===== src/rtl/gnn_save_sched_pkg.sv =====
// Shared constants for the save scheduler: instruction field positions, buffer indices, FSM encoding.
// Latency: n/a (declarations only).
// Backpressure: n/a.
package gnn_save_sched_pkg;

    // Instruction field positions
    localparam int GRP_LSB  = 0;
    localparam int GRP_MSB  = 5;
    localparam int WAIT_BIT = 6;
    localparam int REL_BIT  = 7;

    // Buffer group indices (token counter / release bit position)
    localparam int BUF_1A  = 0;
    localparam int BUF_2A  = 1;
    localparam int BUF_1B  = 2;
    localparam int BUF_2B  = 3;
    localparam int NUM_BUF = 4;

    // FSM encoding kept as plain constants so it stays readable in legacy tools
    typedef logic [2:0] state_t;
    localparam state_t S_IDLE    = 3'd0;
    localparam state_t S_CHECK   = 3'd1;
    localparam state_t S_START   = 3'd2;
    localparam state_t S_BUSY    = 3'd3;
    localparam state_t S_RELEASE = 3'd4;

    // A group field is usable only if the two reserved bits are clear and exactly one buffer is named
    function automatic logic grp_valid(input logic [GRP_MSB:GRP_LSB] grp);
        logic [3:0] oh;
        oh = grp[GRP_LSB+3:GRP_LSB];
        return (grp[GRP_MSB:GRP_LSB+4] == 2'b00) && (oh != 4'b0000) &&
               ((oh & (oh - 4'd1)) == 4'b0000);
    endfunction

    // Bit position of the single set buffer bit (only meaningful when grp_valid)
    function automatic logic [1:0] grp_index(input logic [GRP_MSB:GRP_LSB] grp);
        logic [1:0] idx;
        idx = 2'd0;
        if (grp[BUF_2A]) idx = 2'd1;
        if (grp[BUF_1B]) idx = 2'd2;
        if (grp[BUF_2B]) idx = 2'd3;
        return idx;
    endfunction

endpackage


===== src/rtl/gnn_inst_fifo.sv =====
// Circular-buffer instruction queue with head/tail pointers and an occupancy count.
// Latency: data pushed at edge E is visible on pop_dat_o after E (one cycle).
// Backpressure: push_rdy_o drops when full (from registered count only); contents are never overwritten.
module gnn_inst_fifo #(
    parameter int W     = 128,
    parameter int DEPTH = 4
) (
    input  logic         clk,
    input  logic         rst,
    input  logic         push_vld_i,
    output logic         push_rdy_o,
    input  logic [W-1:0] push_dat_i,
    input  logic         pop_i,
    output logic [W-1:0] pop_dat_o,
    output logic         empty_o
);

    localparam int AW = $clog2(DEPTH);

    logic [W-1:0]  mem_q [DEPTH];
    logic [AW-1:0] head_q, head_d;
    logic [AW-1:0] tail_q, tail_d;
    logic [AW:0]   count_q, count_d;
    logic          push, pop;

    assign push_rdy_o = (count_q != (AW+1)'(DEPTH));
    assign empty_o    = (count_q == '0);
    assign pop_dat_o  = mem_q[head_q];
    assign push       = push_vld_i && push_rdy_o;
    assign pop        = pop_i && !empty_o;

    // Pointer and occupancy next-state; power-of-two depth lets pointers wrap naturally
    always_comb begin
        head_d  = head_q;
        tail_d  = tail_q;
        count_d = count_q;
        if (push) tail_d = tail_q + AW'(1);
        if (pop)  head_d = head_q + AW'(1);
        if (push && !pop)      count_d = count_q + (AW+1)'(1);
        else if (pop && !push) count_d = count_q - (AW+1)'(1);
    end

    // Pointer/count registers
    always_ff @(posedge clk or posedge rst) begin
        if (rst) begin
            head_q  <= '0;
            tail_q  <= '0;
            count_q <= '0;
        end else begin
            head_q  <= head_d;
            tail_q  <= tail_d;
            count_q <= count_d;
        end
    end

    // Storage needs no reset: an entry is only read after it has been written
    always_ff @(posedge clk) begin
        if (push) mem_q[tail_q] <= push_dat_i;
    end

endmodule


===== src/rtl/gnn_save_scheduler.sv =====
// Queues save instructions, gates each on its buffer's compute token, drives one save at a time, then releases the buffer.
// Latency: instruction accepted into an idle, empty scheduler at E0 -> CHECK at E1 -> save_ap_start high after E2.
// Backpressure: inst_ready drops while the queue is full; a single save is outstanding until save_ap_done.
module gnn_save_scheduler
    import gnn_save_sched_pkg::*;
#(
    parameter int SAVE_INST_LENGTH = 128,
    parameter int INST_FIFO_DEPTH  = 4,
    parameter int TOKEN_W          = 4,
    parameter int DONE_CNT_W       = 16
) (
    input  logic                        aclk,
    input  logic                        areset,
    input  logic                        inst_valid,
    output logic                        inst_ready,
    input  logic [SAVE_INST_LENGTH-1:0] inst_data,
    output logic                        save_ap_start,
    output logic [SAVE_INST_LENGTH-1:0] save_instruction,
    input  logic                        save_ap_done,
    input  logic [NUM_BUF-1:0]          comp_done,
    output logic [NUM_BUF-1:0]          buf_release,
    output logic                        sched_idle,
    output logic                        err_bad_group,
    output logic                        err_token_ovf,
    output logic [DONE_CNT_W-1:0]       done_count
);

    localparam logic [TOKEN_W-1:0] TOK_MAX = '1;

    state_t                          state_q, state_d;
    logic [SAVE_INST_LENGTH-1:0]     inst_q, inst_d;
    logic                            start_q, start_d;
    logic [NUM_BUF-1:0]              rel_q, rel_d;
    logic [DONE_CNT_W-1:0]           done_cnt_q, done_cnt_d;
    logic                            err_bad_q, err_bad_d;
    logic                            err_ovf_q, err_ovf_d;
    logic [NUM_BUF-1:0][TOKEN_W-1:0] tok_q, tok_d;
    logic [NUM_BUF-1:0]              consume;

    logic                            fifo_pop;
    logic                            fifo_empty;
    logic [SAVE_INST_LENGTH-1:0]     fifo_dat;

    logic                            grp_ok;
    logic [1:0]                      grp_idx;
    logic                            wait_dep;
    logic                            rel_dep;

    gnn_inst_fifo #(
        .W     (SAVE_INST_LENGTH),
        .DEPTH (INST_FIFO_DEPTH)
    ) u_fifo (
        .clk        (aclk),
        .rst        (areset),
        .push_vld_i (inst_valid),
        .push_rdy_o (inst_ready),
        .push_dat_i (inst_data),
        .pop_i      (fifo_pop),
        .pop_dat_o  (fifo_dat),
        .empty_o    (fifo_empty)
    );

    // Decode always looks at the held instruction, which is stable from CHECK through RELEASE
    assign grp_ok   = grp_valid(inst_q[GRP_MSB:GRP_LSB]);
    assign grp_idx  = grp_index(inst_q[GRP_MSB:GRP_LSB]);
    assign wait_dep = inst_q[WAIT_BIT];
    assign rel_dep  = inst_q[REL_BIT];

    assign save_ap_start    = start_q;
    assign save_instruction = inst_q;
    assign buf_release      = rel_q;
    assign done_count       = done_cnt_q;
    assign err_bad_group    = err_bad_q;
    assign err_token_ovf    = err_ovf_q;
    assign sched_idle       = (state_q == S_IDLE) && fifo_empty;

    // Sequencer: pulses are computed on the transition into START/RELEASE so they register high for that state's cycle
    always_comb begin
        state_d    = state_q;
        inst_d     = inst_q;
        start_d    = 1'b0;
        rel_d      = '0;
        done_cnt_d = done_cnt_q;
        err_bad_d  = err_bad_q;
        consume    = '0;
        fifo_pop   = 1'b0;
        case (state_q)
            S_IDLE: begin
                if (!fifo_empty) begin
                    fifo_pop = 1'b1;
                    inst_d   = fifo_dat;
                    state_d  = S_CHECK;
                end
            end
            S_CHECK: begin
                if (!grp_ok) begin
                    err_bad_d = 1'b1;
                    state_d   = S_IDLE;
                end else if (!(wait_dep && (tok_q[grp_idx] == '0))) begin
                    // Dependency satisfied (or not required); a missing token simply holds us here
                    if (wait_dep) consume[grp_idx] = 1'b1;
                    start_d = 1'b1;
                    state_d = S_START;
                end
            end
            S_START: begin
                state_d = S_BUSY;
            end
            S_BUSY: begin
                if (save_ap_done) begin
                    done_cnt_d = done_cnt_q + DONE_CNT_W'(1);
                    if (rel_dep) begin
                        rel_d   = NUM_BUF'(1) << grp_idx;
                        state_d = S_RELEASE;
                    end else begin
                        state_d = S_IDLE;
                    end
                end
            end
            S_RELEASE: begin
                state_d = S_IDLE;
            end
            default: begin
                state_d = S_IDLE;
            end
        endcase
    end

    // Token counters: grant and consume on the same edge cancel; a grant into a saturated counter is flagged and dropped
    always_comb begin
        tok_d     = tok_q;
        err_ovf_d = err_ovf_q;
        for (int i = 0; i < NUM_BUF; i++) begin
            if (comp_done[i] && !consume[i]) begin
                if (tok_q[i] == TOK_MAX) err_ovf_d = 1'b1;
                else                     tok_d[i] = tok_q[i] + TOKEN_W'(1);
            end else if (consume[i] && !comp_done[i]) begin
                tok_d[i] = tok_q[i] - TOKEN_W'(1);
            end
        end
    end

    // State registers; reset discards any in-flight save and all tokens
    always_ff @(posedge aclk or posedge areset) begin
        if (areset) begin
            state_q    <= S_IDLE;
            inst_q     <= '0;
            start_q    <= 1'b0;
            rel_q      <= '0;
            done_cnt_q <= '0;
            err_bad_q  <= 1'b0;
            err_ovf_q  <= 1'b0;
            tok_q      <= '0;
        end else begin
            state_q    <= state_d;
            inst_q     <= inst_d;
            start_q    <= start_d;
            rel_q      <= rel_d;
            done_cnt_q <= done_cnt_d;
            err_bad_q  <= err_bad_d;
            err_ovf_q  <= err_ovf_d;
            tok_q      <= tok_d;
        end
    end

endmodule


===== config.mk =====
export PLATFORM = sky130hd
export DESIGN_NAME = gnn_save_scheduler
export DESIGN_NICKNAME = d
export VERILOG_FILES = /design/src/rtl/gnn_save_sched_pkg.sv /design/src/rtl/gnn_inst_fifo.sv /design/src/rtl/gnn_save_scheduler.sv
export SDC_FILE = /design/constraint.sdc
export NUM_CORES = 1
export LEC_CHECK = 0
export BUFFER_PORTS_ARGS = -buffer_cell sky130_fd_sc_hd__buf_2
export CORE_ASPECT_RATIO = 2
export CORE_MARGIN = 5
export CORE_UTILIZATION = 44
export CTS_CLUSTER_DIAMETER = 50
export CTS_CLUSTER_SIZE = 8
export DETAILED_ROUTE_END_ITERATION = 10
export HOLD_SLACK_MARGIN = 0.1
export PLACE_DENSITY = 0.64
export SLEW_MARGIN = 20
export SYNTH_ARGS = -nofsm -noshare
export SYNTH_HDL_FRONTEND = slang
export SYNTH_SLANG_ARGS = --single-unit

===== constraint.sdc =====
create_clock -name aclk -period 6.1 [get_ports aclk]
set_input_delay 1.22 -clock aclk [delete_from_list [all_inputs] [get_ports aclk]]
set_output_delay 1.22 -clock aclk [all_outputs]
set_load 0.03 [all_outputs]

# Yosys cells after proc, flatten, opt, wreduce, memory -nomap -nowiden
# Memory sizes are Yosys's and may differ from the RTL's. A register that Yosys moved wholly into a read port is not among the register bits.
# Index checks and enable logic that the tools add are counted.
# W data, S select, Z words.
[classes]
n_addsub = 14
multipliers = 0
div_mod_pow = 0
order_cmp = 2
n_eq_ne = 15
shift = 1
muxes = 49
bitwise_logic = 3
reduce_logical = 47
[ops]
columns = ["operator", "n"]
rows = [
  ["$mux W4", 20],
  ["$mux W3", 7],
  ["$sub A4 B1 Y4 const B", 5],
  ["$logic_and A1 B1 Y1", 17],
  ["$mux W1", 17],
  ["$add A16 B1 Y16 const B", 1],
  ["$add A4 B1 Y4 const B", 4],
  ["$eq A4 B4 Y1 const B", 4],
  ["$reduce_and A2 Y1", 7],
  ["$ne A2 B2 Y1 const B", 6],
  ["$pmux W3 S4", 1],
  ["$logic_not A1 Y1", 11],
  ["$reduce_bool A2 Y1", 5],
  ["$bmux W4 S2", 1],
  ["$logic_not A4 Y1", 2],
  ["$eq A3 B2 Y1 const B", 2],
  ["$logic_not A3 Y1", 2],
  ["$ne A3 B3 Y1 const B", 2],
  ["$add A2 B1 Y2 const B", 2],
  ["$and A4 B4 Y4", 1],
  ["$mux W2", 2],
  ["$reduce_bool A4 Y1", 1],
  ["$shl A1 B2 Y4 const A", 1],
  ["$add A3 B1 Y3 const B", 1],
  ["other kinds (8)", 9],
]
[word_totals]
ff_bits = 49
latchBits = 0
ramBits = 512
rom_bits = 0
inputBits = 136
word_cells = 145
mem_count = 1
[mem_list]
columns = ["name", "depth", "word_bits", "rd", "rd_clocked_by_memory_dff", "write_ports", "line_no", "rtl"]
rows = [
  ["u_fifo.mem_q", 4, 128, 1, 1, 1, "gnn_inst_fifo.sv:20", "logic [W-1:0] mem_q [DEPTH];"],
]

# Depth between registers and ports, before layout
# Gate-level depths: netlist of the first run.
[depth]
word_depth = 20
mapped_depth = 12
depth_no_buf = 11

# Hierarchy
# Synthesis of the first run repeated with hierarchy kept, for this count alone.
[hier_totals]
cells_unflattened = 1192
hier_area_um2 = 25997.4
[modules_own_cells]
columns = ["mod", "instances", "cells_per_inst", "area_each_um2", "seq_area_each_um2"]
rows = [
  ["gnn_inst_fifo", 1, 705, 18885.6, 15549.9],
  ["gnn_save_scheduler", 1, 487, 7111.8, 4254.1],
]

# Worst setup path after synthesis of the first run
# OpenSTA, ideal clock, no wires.
[synth_path]
kind = "in2reg"
start = "in inst_valid"
end = "mem u_fifo.mem_q[1][0], enable pin"
setup_time_ns = 0.503
arrival_ns = 4.217
setup_slack_ns = 1.380
path_stages = 1
n_path_buf = 0
cell_sequence = "and3_1"
[synth_between]
elab_chain_cells = 3
[synth_lines]
columns = ["element", "line_no", "rtl"]
rows = [
  ["from (decl)", "gnn_save_scheduler.sv:14", "input logic inst_valid,"],
  ["$logic_and A1 B1 Y1", "gnn_inst_fifo.sv:29", "assign push = push_vld_i && push_rdy_o;"],
  ["$mux W1", "gnn_inst_fifo.sv:58", "if (push) mem_q[tail_q] <= push_dat_i;"],
  ["$mux W1 (not written as such)", "gnn_inst_fifo.sv:58", ""],
  ["to (decl)", "gnn_inst_fifo.sv:20", ""],
]
# Every way passes these cells.

# Worst setup path in the final report of the first run
[layout_path]
start = "reg u_fifo.count_q[0]"
end = "out sched_idle"
[layout_between]
elab_chain_cells = 2
[layout_lines]
columns = ["element", "line_no", "rtl"]
rows = [
  ["from (decl)", "gnn_inst_fifo.sv:23", "logic [AW:0] count_q, count_d;"],
  ["from (signal assigned)", "gnn_inst_fifo.sv:52", "count_q <= count_d;"],
  ["$logic_not A3 Y1", "gnn_inst_fifo.sv:27", "assign empty_o = (count_q == '0);"],
  ["$logic_and A1 B1 Y1", "gnn_save_scheduler.sv:75", "assign sched_idle = (state_q == S_IDLE) && fifo_empty;"],
  ["to (decl)", "gnn_save_scheduler.sv:22", "output logic sched_idle,"],
]
# Every way passes these cells.

==> out/qor.csv, run 1 <==
stage,metric,value,unit
power,p_sw,5.635,mW
synth,synthTopCellsByArea,"edfxtp_1, dfrtp_1, mux4_2",
synth,ys_async_sr_fraction,0.2569,
synth,synth_edf_count,512,
clocking,worstSkewPairLatency,0.62,ns
critical_path,path_class,reg2out,
power,fin_total_pwr,17.51,mW
synth,avgSynthCellArea,21.38,um2
critical_path,arrival,2.28,ns
power,swShare,0.3218,
drt,routed-via-count,12860,
clocking,cts_hold_buf,0,
clocking,post-cts-setup-buffer-count,0,
global_route,track_usage,0.1734,
drt,first_iter_violations,704,
cells_and_area,area_growth,20.50,%
global_route,grt_start_max_net_pins,134,
critical_path,rr_worst_depth,11,
flow_run,max_cap_viol_count,0,
power,clkPwrFrac,0.288,
sta,final_hold_viol_count,0,
critical_path,crit_path_end_kind,output port,
synth,ys_ff_latch,689,
sta,hold_ws,0.4707,ns
cells_and_area,stdcell_count,2428,
die,io_pins,289,
drt,dr.pass1.iters,5,
drt,post-route-drc-count,0,
sta,max_freq,0.2854,GHz
critical_path,reg2reg_slack,2.78,ns
synth,ys_types,74,
die,row_count,126,
power,max-vdd-ir-drop,0.0003360,V
worst_hold_path,whs_endpoint,done_count[15],
critical_path,rr_startpoint,state_q[1],
power,comb_power_share,0.305,
drt,antenna_left,0,
run_status,status,"finished, final reports clean",
clocking,cts_max_level,3,
critical_path,required,4.88,ns
critical_path,critPathLaunchType,register,
die,die_h,354.2,um
power,p_leak,11.43,nW
sta,max_slew_margin,0.3509,
synth,ys_seq_area_frac,0.7599,
placement,place_hpwl,33020,um
cells_and_area,fin_nets,1723,
drt,totalWireLength,55960,um
die,start_util,0.4432,
synth,syn_nets,1374,
power,cellPowerDensity,557.7,nW/um2
worst_hold_path,min_from,done_count[15],
synth,yosys.area.top_type,edfxtp_1,
power,p_int,11.88,mW
worst_hold_path,hold_depth,1,
synth,yosysWarnings,0,
global_route,grt_pass1_vias,14110,
critical_path,critical_path.slowest_cell,nor3_1,
sta,final.period_utilization,0.5745,
critical_path,critical-path-max-stage-delay,0.64,ns
synth,synth-main-ff-cell,edfxtp_1,
worst_hold_path,hp-class,reg2reg,
global_route,overflow,0,
synth,synth_top_area_frac,0.5899,
sta,finClkSkew,0.02070,ns
clocking,numCtsBuffers,97,
die,die_w,182.1,um
clocking,cts_tree,yes,
synth,synth_common_cells,"edfxtp_1, dfrtp_1, mux2_2",
sta,drv_slew,0,
sta,timing.setup.tns,0,ns
synth,synthCells,1219,
cells_and_area,drive_gt1_frac,0.4188,
clocking,clkSinkCount,689,
clocking,clkTransAtPathRegs,0.05,ns
sta,fin_crit,3.504,ns
die,core_area,58800,um2
critical_path,r2r-end,tok_q[3],
synth,netlist_area,26060,um2
global_route,grt_pass1_wl,86190,um
drt,wl_per_cell,23.05,um
synth,synth_most_common_cell,edfxtp_1,
sta,rsz0062_at_grt,false,
die,die-area,64490,um2
critical_path,critPathMaxFanout,4,
global_route,grt_antenna_before_repair,19,
placement,io_buffers,288,
clocking,cts.path.max_buffers,3,
clocking,cts_resized,0,
power,seq_power_share,0.407,
clocking,cts_root_buf,clkbuf_16,
sta,setup_viol,0,
critical_path,cp_cell_sequence,nor3_1 -> and3b_1 -> buf_2,
placement,dp_cells,2237,
placement,finalWeightedCongestion,0.8709,
sta,worstMarginPinSlew,0.9737,ns
drt,viasPerCell,5.298,
cell families after synthesis:
logic type	count (synthesis)	synth area share
flops	689	0.7599
mux	265	0.1695
simple gates	108	0.02569
buf+inv	63	0.01066
compound gates	46	0.01392
xor+xnor	29	0.009746
fa+ha+maj	19	0.01056
power by group through the flow:
stage / sequential [mW] / combinational (mW) / clock (mW)
CTS: 7.16 / 5.49 / 5.19
detailed placement: 7.24 / 5.47 / 0
global placement: 7.17 / 5.37 / 0
floorplan: 7.84 / 3.20 / 0
finish: 7.13 / 5.33 / 5.05
global route: 7.28 / 5.73 / 5.41
how the worst max path moves through the flow:
stage | endpoint | from | depth (start not counted) | slack (ns)
3_3_place_gp | tok_q[3] | state_q[1] | 11 | 2.90
4_1_cts | sched_idle | u_fifo.count_q[0] | 3 | 2.54
5_1_grt | sched_idle | u_fifo.count_q[0] | 3 | 2.55
2_1_floorplan | buf_release[0] | areset | 1 | 0.08
6_report | sched_idle | u_fifo.count_q[0] | 3 | 2.60
3_5_place_dp | tok_q[3] | state_q[1] | 11 | 2.83
sequential cells by signal (all words and copies together) (netlist names), 2 cells and up:
signal,flops
buf_release,4
done_count,16
save_instruction,128
state_q,3
tok_q,16
u_fifo.count_q,3
u_fifo.head_q,2
u_fifo.mem_q,512
u_fifo.tail_q,2
critical path, delay by kind of cell (launching register included):
family        cells  cell delay [ns]
simple gates      2             1.01
flops             1             0.43
buf+inv           1             0.24
layout make-up:
type / count / area, um2
diodes: 10 / 25.02
flip-flops and latches: 689 / 19810
multi-input cells: 467 / 6008
fillers: 4595 / 27400
repair buffers: 297 / 1609
well taps: 768 / 960.9
inverters: 16 / 67.56
clock inverters: 7 / 143.9
clock buffers: 174 / 2779
routing by layer:
metal	track usage	up-vias	wire length, um
met5	0	-	103
met4	0.05919	14	1436
met3	0.04532	115	3589
met2	0.2997	404	29570
met1	0.2115	6676	21260
li1	-	5654	-
placed cells by master, fill, tap and decap left out, types with 5 or more instances in the layout:
cell and instances:
edfxtp_1 512, buf_2 288, nand2_1 28, nor3_1 6
clkbuf_16 99, mux2i_1 6, xor2_1 11, mux2_2 131
nand4_1 6, ha_1 14, o21ai_0 8, dfrtp_1 175
mux4_2 128, buf_12 8, xnor2_1 18, a21oi_1 5
nand3_1 5, inv_1 15, fa_1 5, nor2_1 16
diode_2 10, clkbuf_1 73
through the flow:
stage	utilization	worst slack [ns]	instance area (um2)
floorplan	-	0.07809	26060
global placement	0.4839	2.896	28460
detailed placement	0.4839	2.829	28460
CTS	0.5336	2.545	31380
global route	0.5338	2.555	31390
finish	0.5341	2.596	31410
(Power assumes the default switching activity.)
==> inputs of run 2 (changes only) <==
==> constraint.sdc (replaced) <==
create_clock -name aclk -period 3.13 [get_ports aclk]
set_input_delay 0.626 -clock aclk [delete_from_list [all_inputs] [get_ports aclk]]
set_output_delay 0.626 -clock aclk [all_outputs]
set_load 0.03 [all_outputs]
==> run 2 against run 1 <==
  * Via count grew 1.2%
  * Largest power group unchanged
  * Register-to-register slack lost 2.6 ns
  * Worst setup slack lost 2.4 ns
  * Cell count grew 1.2%
  * Worst hold slack lost 0.25 ns
==> out/qor.csv, run 2 (synthesis results as in run 1) <==
stage,metric,value,unit
sta,final.period_utilization,0.9382,
critical_path,critPathMaxFanout,9,
sta,fin_crit,2.937,ns
cells_and_area,stdcell_area,31720,um2
placement,pre_cts_ws,0.08292,ns
flow_run,max_cap_viol_count,0,
clocking,numCtsBuffers,96,
critical_path,required,3.66,ns
clocking,cts.path.max_buffers,3,
power,fin_total_pwr,34.11,mW
sta,final_hold_viol_count,0,
global_route,grt_start_max_net_pins,133,
die,core_area,58800,um2
drt,viasPerCell,5.300,
cells_and_area,largest_reg_flops,512,
worst_hold_path,hp-class,in2reg,
drt,totalWireLength,57180,um
placement,dp_cells,2271,
power,max-vdd-ir-drop,0.0008962,V
clocking,cts_tree,yes,
clocking,clkTransAtPathRegs,0.05,ns
cells_and_area,post-route-util,0.5393,
sta,max_slew_margin,0.3280,
clocking,cts_root_buf,clkbuf_16,
critical_path,path_class,reg2reg,
global_route,grt_pass1_wl,88140,um
cells_and_area,area_growth,21.70,%
clocking,worstSkewPairLatency,0.62,ns
cells_and_area,layout_commonest_cell,edfxtp_1,
cells_and_area,regMostFlops,u_fifo.mem_q,
die,die-area,64490,um2
drt,first_iter_violations,555,
critical_path,critPathLaunchType,register,
sta,setup_viol,0,
global_route,grt_antenna_before_repair,12,
run_status,status,"finished, final reports clean",
global_route,overflow,0,
die,start_util,0.4432,
sta,drv_slew,0,
placement,io_buffers,288,
sta,max_freq,0.3405,GHz
drt,routed-via-count,13020,
placement,place_hpwl,35800,um
die,row_count,126,
cells_and_area,fin_nets,1758,
cells_and_area,n_fill_cell,4592,
critical_path,arrival,3.46,ns
sta,worstMarginPinSlew,1.006,ns
sta,rsz0062_at_grt,true,
power,p_leak,11.60,nW
placement,finalWeightedCongestion,0.8400,
cells_and_area,drive_gt1_frac,0.4307,
drt,antenna_left,0,
sta,timing.final.ws_setup,0.1934,ns
clocking,clkSinkCount,689,
die,die_h,354.2,um
clocking,cts_max_level,3,
global_route,grt_pass1_vias,14630,
global_route,track_usage,0.1791,
drt,wl_per_cell,23.27,um
power,cellPowerDensity,1076,nW/um2
cells_and_area,final_cell_mix,"edfxtp_1, buf_2, dfrtp_1",
die,io_pins,289,
placement,place_area,28870,um2
critical_path,rr_worst_depth,10,
cells_and_area,stdcell_count,2457,
drt,dr.pass1.iters,5,
die,die_w,182.1,um
sta,finClkSkew,0.01851,ns
critical_path,crit_path_end_kind,register,
drt,post-route-drc-count,0,
worst_hold_path,hold_depth,1,
run 2: cell types whose count changed in the layout (fill, tap and decap cells not counted), moves of 2 or more:
cell and delta:
bufinv_16 -2, clkbuf_8 -2, buf_4 +23, clkbuf_16 -2, diode_2 -2, buf_12 +13
run 2: area by class of cell:
class	instances	area, um2	share of cell area
antenna	8	20.02	0.0006312
multi-input combinational	467	6026	0.1900
timing repair buffer	333	2042	0.06438
inverter	16	63.81	0.002012
tap	768	960.9	0.03030
sequential	689	19810	0.6247
clock inverter	6	90.09	0.002840
clock buffer	170	2701	0.08517
run 2: stage by stage:
| stage | TNS [ns] | hold slack, ns |
|---|---|---|
| after global placement | 0 | 0.4573 |
| after global routing | -0.02349 | 0.1928 |
| after CTS | 0 | 0.1743 |
| after floorplan | 0 | 0.4572 |
| final | 0 | 0.2171 |
| after detailed placement | 0 | 0.4578 |
run 2: critical path, cell delays in order, from the launching register on:
cell and delay, ns:
dfrtp_1 0.50, or4_4 0.61, o221ai_1 0.37, o31a_2 0.23
inv_1 0.09, ha_1 0.29, a21o_1 0.19, a21oi_1 0.19
and2_1 0.17, mux2i_1 0.07, o22ai_1 0.17
run 2: final timing paths:
kind	slack (ns)	startpoint	to
setup / recovery	0.19	save_instruction[1]	tok_q[7]
hold reg to reg	0.47	err_bad_group	err_bad_group
setup reg to reg	0.19	save_instruction[1]	tok_q[7]
hold / removal	0.22	inst_data[90]	u_fifo.mem_q[3][90]
min in group asynchronous	0.26	areset	done_count[8]
max in group asynchronous	2.15	areset	save_instruction[39]
run 2: repair_timing:
action	in CTS	in global routing
buffers inserted	0	2
setup endpoints to repair	0	3
gates resized for setup	0	3
hold buffers	0	0
run 2: layer usage:
layer	track usage	part of all wire	up-vias
met4	0.06821	0.031	6
met1	0.2015	0.36	6788
li1	-	-	5712
met3	0.04983	0.066	113
met5	0	0.00072	-
met2	0.3220	0.54	402
run 2: where the power goes:
| part | leakage, nW | switching (mW) | internal, mW | total [mW] |
|---|---|---|---|---|
| clock network | 1.32 | 3.67 | 5.79 | 9.47 |
| logic | 3.48 | 6.10 | 4.84 | 10.9 |
| registers | 6.80 | 1.25 | 12.4 | 13.7 |
| total | 11.6 | 11.0 | 23.1 | 34.1 |
==> inputs of run 3 (changes only) <==
--- a/config.mk
+++ b/config.mk
@@ -5,15 +5,16 @@
 export SDC_FILE = /design/constraint.sdc
 export NUM_CORES = 1
 export LEC_CHECK = 0
+export ABC_AREA = 1
 export BUFFER_PORTS_ARGS = -buffer_cell sky130_fd_sc_hd__buf_2
 export CORE_ASPECT_RATIO = 2
 export CORE_MARGIN = 5
-export CORE_UTILIZATION = 44
+export CORE_UTILIZATION = 53
 export CTS_CLUSTER_DIAMETER = 50
 export CTS_CLUSTER_SIZE = 8
 export DETAILED_ROUTE_END_ITERATION = 10
 export HOLD_SLACK_MARGIN = 0.1
-export PLACE_DENSITY = 0.64
+export PLACE_DENSITY = 0.75
 export SLEW_MARGIN = 20
 export SYNTH_ARGS = -nofsm -noshare
 export SYNTH_HDL_FRONTEND = slang
==> run 3 against run 2 <==
  * First-iteration DRC count rose by 130%
  * Count of clock-buffer cells in the layout did not move
  * Register-to-register slack improved by 0.21 ns
  * Fmax rose by 7.8%
  * Synthesized cell count rose by 74%
  * Design area fell by 0.17%
==> out/qor.csv, run 3 <==
stage,metric,value,unit
run_status,status,"finished, final reports clean",
synth,ys_ff_latch,689,
synth,avgSynthCellArea,12.50,um2
critical_path,crit_start,save_instruction[3],
worst_hold_path,hp-class,in2reg,
clocking,cts_tree,yes,
synth,netlist_area,26460,um2
global_route,grt_pass1_vias,18590,
clocking,cts.path.max_buffers,3,
drt,dr.pass1.iters,5,
global_route,grt_pass1_wl,100200,um
synth,yosys.area.top_type,edfxtp_1,
synth,yosysWarnings,0,
clocking,numCtsBuffers,96,
critical_path,crit_family,simple AND/OR/NAND/NOR gates,
clocking,worstSkewPairLatency,0.62,ns
placement,finalWeightedCongestion,0.9364,
cells_and_area,area_growth,19.67,%
synth,synth_common_cells,"nor2_1, edfxtp_1, o21ai_0",
clocking,clkTransAtPathRegs,0.05,ns
sta,final.period_utilization,0.8705,
clocking,cts_max_level,3,
power,cellPowerDensity,1097,nW/um2
critical_path,worst-path-stages,17,
synth,ys_types,39,
critical_path,critical-path-max-stage-delay,0.56,ns
sta,hold_ws,0.2238,ns
drt,antenna_left,0,
cells_and_area,regMostFlops,u_fifo.mem_q,
drt,routed-via-count,17510,
synth,syn_nets,2271,
critical_path,path_class,reg2reg,
worst_hold_path,hold_depth,1,
critical_path,crit_path_end_kind,register,
clocking,cts_root_buf,clkbuf_16,
critical_path,rr_worst_depth,17,
cells_and_area,layout_commonest_cell,nor2_1,
critical_path,r2r-end,tok_q[7],
synth,ys_seq_area_frac,0.7485,
sta,final_hold_viol_count,0,
power,max-vdd-ir-drop,0.001531,V
drt,first_iter_violations,1260,
critical_path,reg2reg_slack,0.41,ns
placement,place_hpwl,38190,um
synth,synth_top_area_frac,0.5811,
cells_and_area,stdcell_area,31660,um2
synth,synth_most_common_cell,nor2_1,
clocking,clkSinkCount,689,
die,die-area,54760,um2
sta,fin_crit,2.725,ns
critical_path,critPathLaunchType,register,
global_route,overflow,0,
sta,worstMarginPinSlew,1.024,ns
global_route,grt_antenna_before_repair,18,
critical_path,critPathBufInv,3,
critical_path,critPathMaxFanout,9,
critical_path,endpoint,tok_q[7],
die,die_w,168.0,um
sta,max_freq,0.3670,GHz
placement,place_area,28810,um2
cells_and_area,fin_nets,2582,
sta,rsz0062_at_grt,false,
synth,synth-main-ff-cell,edfxtp_1,
die,row_count,116,
synth,synth_edf_count,512,
synth,synthTopCellsByArea,"edfxtp_1, dfrtp_1, nor2_1",
die,core_area,49780,um2
drt,viasPerCell,5.535,
flow_run,max_cap_viol_count,0,
critical_path,cp_cell_sequence,inv_2 -> nand2_4 -> nand2_2 -> nand2_2 -> nand3_2 -> inv_2 -> nand4_2 -> nand2_1 -> ha_1 -> nand2_1 -> nand2_1 -> a31oi_1 -> inv_1 -> nand2_1 -> nand3_1 -> nand2_1 -> nand2_1,
sta,setup_viol,0,
critical_path,arrival,3.23,ns
critical_path,critical_path.slowest_cell,dfrtp_1,
sta,max_slew_margin,0.3177,
critical_path,required,3.63,ns
drt,wl_per_cell,20.46,um
global_route,grt_start_max_net_pins,191,
cells_and_area,drive_gt1_frac,0.1872,
critical_path,path_common_cell,nand2_1,
drt,post-route-drc-count,0,
clocking,cts_resized,0,
cells_and_area,largest_reg_flops,512,
placement,io_buffers,288,
global_route,track_usage,0.2341,
synth,synthCells,2116,
critical_path,rr_startpoint,save_instruction[3],
die,io_pins,289,
sta,drv_slew,0,
power,p_leak,11.96,nW
die,start_util,0.5314,
die,die_h,326.0,um
sta,finClkSkew,0.02444,ns
sta,timing.setup.tns,0,ns
drt,totalWireLength,64740,um
cells_and_area,final_cell_mix,"nor2_1, edfxtp_1, buf_2",
synth,ys_async_sr_fraction,0.2569,
[run 3: changes by cell type after synthesis, sizes merged, moves of 49 or more]
cell and delta:
nor2 +637, o21ai +260, mux2 -130, mux4 -128
a31oi +123, nand2 +50, inv +49
[run 3: what timing repair did]
item                      in CTS  in global routing
hold endpoints to repair      18                  0
hold buffers                   1                  0
setup buffers                  0                  0
[run 3: per-stage QoR]
step / power [mW] / std cells / worst slack [ns] / utilization
after CTS: 35.06 / 3154 / 0.4319 / 0.6355
after detailed placement: 25.39 / 2977 / 0.4396 / 0.5788
after floorplan: 21.50 / 2116 / -1.411 / -
after global routing: 36.78 / 3160 / 0.2054 / 0.6358
final: 34.72 / 3164 / 0.4053 / 0.6360
after global placement: 24.85 / 2977 / 0.4837 / 0.5788
[run 3: cell families after synthesis]
logic type / count (synthesis) / synth area share
AOI/OAI and AO/OA: 412 / 0.08470
xor gates and xnor gates: 25 / 0.008276
adders and majority gates: 19 / 0.01040
buffers and inverters: 179 / 0.02800
DFF: 689 / 0.7485
muxes: 1 / 0.0004256
and+or+nand+nor: 791 / 0.1197
[run 3: worst min-delay path by stage]
stage | start | end | slack [ns]
final | inst_data[54] | u_fifo.mem_q[2][54] | 0.22
after global routing | inst_data[54] | u_fifo.mem_q[1][54] | 0.19
after CTS | inst_data[46] | u_fifo.mem_q[1][46] | 0.18
after detailed placement | err_bad_group | err_bad_group | 0.45
after global placement | err_bad_group | err_bad_group | 0.45
after floorplan | tok_q[15] | tok_q[15] | 0.44
[run 3: area by class of cell]
cell class | count | area [um2]
Multi-Input combinational cell | 1248 | 5958
Clock inverter | 6 | 88.84
Clock buffer | 170 | 2723
Sequential cell | 689 | 19810
Antenna cell | 10 | 25.02
Fill cell | 3645 | 18120
Timing Repair Buffer | 327 | 1987
Tap cell | 649 | 812.0
Inverter | 65 | 255.2
[run 3: layer usage]
layer	global-route usage	vias up	part of all wire
met4	0.1112	12	0.039
li1	-	8065	-
met3	0.05573	163	0.074
met5	0	-	0.0012
met2	0.4205	682	0.53
met1	0.2588	8592	0.36
[run 3: report_power, final]
part / switching (mW) / internal, mW
Clock: 3.67 / 5.84
Combinational: 8.23 / 3.37
Sequential: 1.17 / 12.4
Total: 13.1 / 21.6
